**config.mk**
```make
export PLATFORM = sky130hd
export DESIGN_NAME = game_ctrl
export DESIGN_NICKNAME = d
export VERILOG_FILES = /design/src/rtl/game_ctrl.sv
export SDC_FILE = /design/constraint.sdc
export NUM_CORES = 1
export LEC_CHECK = 0
export ABC_AREA = 1
export BUFFER_PORTS_ARGS = -buffer_cell sky130_fd_sc_hd__buf_4
export CORE_MARGIN = 2
export CORE_UTILIZATION = 55
export DETAILED_ROUTE_END_ITERATION = 16
export PLACE_DENSITY = 0.84
export RECOVER_POWER = 100
export SLEW_MARGIN = 20
export SYNTH_ARGS = -nofsm -noshare
export SYNTH_HDL_FRONTEND = slang
export SYNTH_SLANG_ARGS = --single-unit
```
**constraint.sdc**
```tcl
create_clock -name i_clk -period 2.1 [get_ports i_clk]
set_input_delay 0.42 -clock i_clk [delete_from_list [all_inputs] [get_ports i_clk]]
set_output_delay 0.42 -clock i_clk [all_outputs]
set_load 0.03 [all_outputs]
```
**src/rtl/game_ctrl.sv**
```systemverilog
// game_ctrl: game sequencer for a breakout-style game: serve/play/lost/over/win,
// lives, banked score and speed-level control.
// Ports:
//   i_clk, i_rst_n (async active-low), i_ani_stb (frame strobe),
//   i_start (level), i_endgame, i_win, i_score[13:0] from the ball block;
//   o_mode, o_animate, o_speed[3:0], o_lives[1:0], o_total[13:0], o_state[2:0].
module game_ctrl #(
  parameter int LIVES        = 3,
  parameter int SERVE_FRAMES = 60,
  parameter int SPEEDUP_STEP = 50,
  parameter int MAX_SPEED    = 4
) (
  input  logic        i_clk,
  input  logic        i_rst_n,
  input  logic        i_ani_stb,
  input  logic        i_start,
  input  logic        i_endgame,
  input  logic        i_win,
  input  logic [13:0] i_score,
  output logic        o_mode,
  output logic        o_animate,
  output logic [3:0]  o_speed,
  output logic [1:0]  o_lives,
  output logic [13:0] o_total,
  output logic [2:0]  o_state
);

  typedef enum logic [2:0] {
    S_IDLE  = 3'd0,
    S_SERVE = 3'd1,
    S_PLAY  = 3'd2,
    S_LOST  = 3'd3,
    S_OVER  = 3'd4,
    S_WIN   = 3'd5
  } state_e;

  localparam logic [1:0]  LIVES_V = 2'(LIVES);
  localparam logic [15:0] STEP_V  = 16'(SPEEDUP_STEP);
  localparam logic [3:0]  MAXS_V  = 4'(MAX_SPEED);
  localparam logic [7:0]  SLAST_V = 8'(SERVE_FRAMES - 1);

  state_e      state_q, state_d;
  logic        mode_q, mode_d;
  logic        anim_q, anim_d;
  logic [3:0]  speed_q, speed_d;
  logic [1:0]  lives_q, lives_d;
  logic [13:0] total_q, total_d;
  logic [13:0] banked_q, banked_d;
  logic [7:0]  cnt_q, cnt_d;
  logic [15:0] thr_q, thr_d;
  logic        start_q;

  logic        start_edge;
  logic [14:0] bank_sum;
  logic [14:0] tot_sum;

  // Previous sample resets high so a button held through reset is ignored.
  assign start_edge = i_start & ~start_q;

  assign bank_sum = {1'b0, banked_q} + {1'b0, i_score};
  assign tot_sum  = {1'b0, banked_q}
                  + {1'b0, (mode_q ? i_score : 14'd0)};

  always_comb begin
    state_d  = state_q;
    speed_d  = speed_q;
    lives_d  = lives_q;
    banked_d = banked_q;
    cnt_d    = cnt_q;
    thr_d    = thr_q;
    unique case (state_q)
      S_IDLE: begin
        if (start_edge) begin
          state_d  = S_SERVE;
          lives_d  = LIVES_V;
          banked_d = 14'd0;
          speed_d  = 4'd1;
          thr_d    = STEP_V;
          cnt_d    = 8'd0;
        end
      end
      S_SERVE: begin
        if (i_ani_stb) begin
          if (cnt_q == SLAST_V) begin
            state_d = S_PLAY;
            cnt_d   = 8'd0;
          end else begin
            cnt_d = cnt_q + 8'd1;
          end
        end
      end
      S_PLAY: begin
        if (i_win) begin
          state_d = S_WIN;
        end else if (i_endgame) begin
          state_d = S_LOST;
        end
        if (i_ani_stb && ({2'b00, total_q} >= thr_q)
            && (speed_q < MAXS_V)) begin
          speed_d = speed_q + 4'd1;
          thr_d   = thr_q + STEP_V;
        end
      end
      S_LOST: begin
        banked_d = bank_sum[14] ? 14'h3fff : bank_sum[13:0];
        lives_d  = lives_q - 2'd1;
        state_d  = (lives_q == 2'd1) ? S_OVER : S_SERVE;
      end
      S_OVER, S_WIN: begin
        if (start_edge) state_d = S_IDLE;
      end
      default: state_d = S_IDLE;
    endcase
  end

  // Outputs decoded from the next state so they align with o_state.
  always_comb begin
    mode_d = 1'b0;
    anim_d = 1'b0;
    unique case (state_d)
      S_SERVE, S_OVER, S_WIN: mode_d = 1'b1;
      S_PLAY: begin
        mode_d = 1'b1;
        anim_d = 1'b1;
      end
      default: ;
    endcase
  end

  assign total_d = tot_sum[14] ? 14'h3fff : tot_sum[13:0];

  always_ff @(posedge i_clk or negedge i_rst_n) begin
    if (!i_rst_n) begin
      state_q  <= S_IDLE;
      mode_q   <= 1'b0;
      anim_q   <= 1'b0;
      speed_q  <= 4'd1;
      lives_q  <= LIVES_V;
      total_q  <= 14'd0;
      banked_q <= 14'd0;
      cnt_q    <= 8'd0;
      thr_q    <= STEP_V;
      start_q  <= 1'b1;
    end else begin
      state_q  <= state_d;
      mode_q   <= mode_d;
      anim_q   <= anim_d;
      speed_q  <= speed_d;
      lives_q  <= lives_d;
      total_q  <= total_d;
      banked_q <= banked_d;
      cnt_q    <= cnt_d;
      thr_q    <= thr_d;
      start_q  <= i_start;
    end
  end

  assign o_mode    = mode_q;
  assign o_animate = anim_q;
  assign o_speed   = speed_q;
  assign o_lives   = lives_q;
  assign o_total   = total_q;
  assign o_state   = state_q;

endmodule

```
==> run summary <==
most frequent cells in the layout: nand2_1, inv_1, nand3_1
Routed Antenna Nets: 0
P_sw: 2.984 mW
worst slew pin tran: 900.5 ps
Synth Warn #: 0
Simple-Gate Fraction of Synth Area: 36.04%
worst reg-to-reg path cell count: 11
ANT cells: 0
Synth top area share: 28.55%
crit path kind: reg -> reg
Top FF cell, synth: dfrtp_1
Post-Synth Adder-Cell Area: 12.29%
Clk pwr share: 14.3%
Arrival @ worst endpoint: 2300 ps
first-pass GRT wire length: 22440 microns
Final Critical Period: 2024 ps
worst hold path class: in -> reg
Layout Skew: 15.07 ps
pre-CTS setup slack: -471.1 ps
detailed router's first-iteration violation count: 308
library cells used by synthesis: 37
Root Driver: clkbuf_8
# DRC: 0
Internal Power: 3.505 mW
Max Clock Freq: 494.2 MHz
critical path launch point type: flop
Hold Violations, Final: 0
Worst Path Max Fanout: 12
final core occ: 69.59%
final worst slack: 76.48 ps
worst path required time: 2380 ps
status: complete, no violations
GRT Total Usage: 28.33%
Inserted Clock Buffers: 9
die area: 9696 sq um
Comb power frac: 56.7%
Worst VDD drop: 0.4487 mV
Slew headroom: 39.97%
power density cells: 1074 nW/um^2
Vias/cell: 5.430
most common cell after layout, fill and taps aside: nand2_1
syn_nets: 792
GPL Wtd Cong: 1.015
Hold WS: 177.4 ps
Area Overhead vs Synth: 23.04%
Seq cells post-synth: 63
Clock Latency Late Sink: 350 ps
CTS tree: built
vias in the first global route: 4969
static leakage power: 3.313 nW
clk slew on worst S/H paths: 70 ps
Placed Area: 5767 sq um
Cell Area, Synth: 4908 sq um
Final setup violation count: 0
drt first pass iters: 7
Congestion Overflow GR: 0
number of synthesized flops with an enable pin: 0
H-tree level count: 3
Max Cap Violations: 0
Sw Ratio: 45.98%
Final Cell Area: 6040 sq um
HPWL Detailed: 10030 microns
Pins Over Slew Limit: 0
critical path launch point: banked_q[0]$_DFFE_PN0P_
Initial Utilization: 56.56%
share of cells above drive strength 1: 16.65%
Final #Nets: 903
fin crit share: 96.36%
mux contribution to synthesized area: 0%
hold depth: 1
Hold-fix buffers, CTS: 0
I/O Pins: 45
Post-Synthesis Cells: 725
Die Wd: 98.47 microns
routed vias: 5153
main combinational cell family by area after synthesis: simple AND/OR/NAND/NOR gates
core outline area: 8678 sq um
largest net degree at the start of global routing: 37
Worst Hold Launch: i_start
top cells by area, synth: dfrtp_1, nand2_1, ha_1, inv_1, nand3_1
worst r2r src: banked_q[0]$_DFFE_PN0P_
DRT Wirelength: 13470 microns
Synth async-reset ratio: 100.0%
antenna violations before repair: 0
Post-Synth XOR/XNOR Area: 2.677%
total power: 6.489 mW
Avg Inst Size Synth: 6.770 sq um
I/O Buffers: 44
Synth Area in Compound Gates: 6.806%
Die Y: 98.47 microns
clock buffer depth: 2
post-synth top area cell: dfrtp_1
DR WL/cell: 14.20 microns
Setup crit end kind: flop
register area share after synthesis: 32.30%
sequential share of power: 29.0%
number of sinks on the clock net: 63
Core Rows: 34
## stage by stage
stage / setup TNS [ps] / std cells
after floorplan: 0 / 725
after global placement: -3594 / 926
after detailed placement: -6069 / 926
after CTS: 0 / 944
after global routing: -354.4 / 949
final: 0 / 949
## layout make-up
| type | count | area (sq um) |
|---|---|---|
| multi-input cells | 538 | 2980 |
| fillers | 704 | 2639 |
| flip-flops and latches | 63 | 1587 |
| repair buffers | 109 | 738.2 |
| inverters | 115 | 431.7 |
| clock buffers | 12 | 145.1 |
| well taps | 108 | 135.1 |
| clock inverters | 4 | 22.52 |
## metal layers
layer / up-vias / track usage, % / share of wire (%)
met3: 36 / 4.113 / 7.2
met1: 2359 / 36.83 / 41
met5: - / 0 / 0
met4: 0 / 9.800 / 2.3
li1: 2530 / - / -
met2: 228 / 48.56 / 50
## critical path: stages (launching register included)
cell,delay (ps)
dfrtp_1,350
ha_1,170
inv_1,60
fa_2,370
nor3_1,210
nor2_1,100
nor2_1,240
nor2_4,90
buf_12,150
nand2_1,80
nand2_1,70
nand2_1,60
## cell families after synthesis
| kind of cell | Yosys count |
|---|---|
| AOI/OAI and AO/OA | 62 |
| xor gates and xnor gates | 15 |
| and+or+nand+nor | 413 |
| DFF | 63 |
| buffers and inverters | 125 |
| adders and majority gates | 47 |
## power groups by stage
| stage | Clock (mW) | Combinational [mW] | Sequential, mW |
|---|---|---|---|
| 2_1_floorplan | 0 | 1.96 | 2.14 |
| 3_3_place_gp | 0 | 3.37 | 1.87 |
| 3_5_place_dp | 0 | 3.51 | 1.89 |
| 4_1_cts | 0.935 | 3.56 | 1.87 |
| 5_1_grt | 1.01 | 4.10 | 1.91 |
| 6_report | 0.930 | 3.68 | 1.88 |
## final timing paths
path,to,slack (ps)
worst max-delay path,banked_q[4]$_DFFE_PN0P_,80
worst min-delay path,start_q$_DFF_PN1_,180
worst max register to register,banked_q[4]$_DFFE_PN0P_,80
worst min register to register,o_lives[1]$_DFFE_PN1P_,490
max in group asynchronous,banked_q[5]$_DFFE_PN0P_,780
min in group asynchronous,o_total[13]$_DFF_PN0_,190
## cells in the mapped netlist, types with 4 or more instances
master / n
inv_2: 4
xor2_1: 5
nand2_1: 241
nor3_1: 11
inv_1: 111
or2_2: 4
nand4_1: 10
a21oi_1: 33
ha_1: 45
buf_2: 4
dfrtp_1: 56
dfstp_2: 7
xnor2_1: 10
o21ai_0: 18
nor2_1: 59
nand3_1: 76
## timing repair
action	in CTS	in global routing
gates resized for setup	2	33
buffers inserted	2	4
setup endpoints to repair	14	45
pin swaps	0	5
gates cloned	0	1
## state kept, by name, summed over array words and instances, names as in the netlist
name / cells
banked_q: 14
cnt_q: 8
o_animate: 1
o_lives: 2
o_mode: 1
o_speed: 4
o_state: 3
o_total: 14
start_q: 1
thr_q: 15
Power figures use the tool's default switching activity.
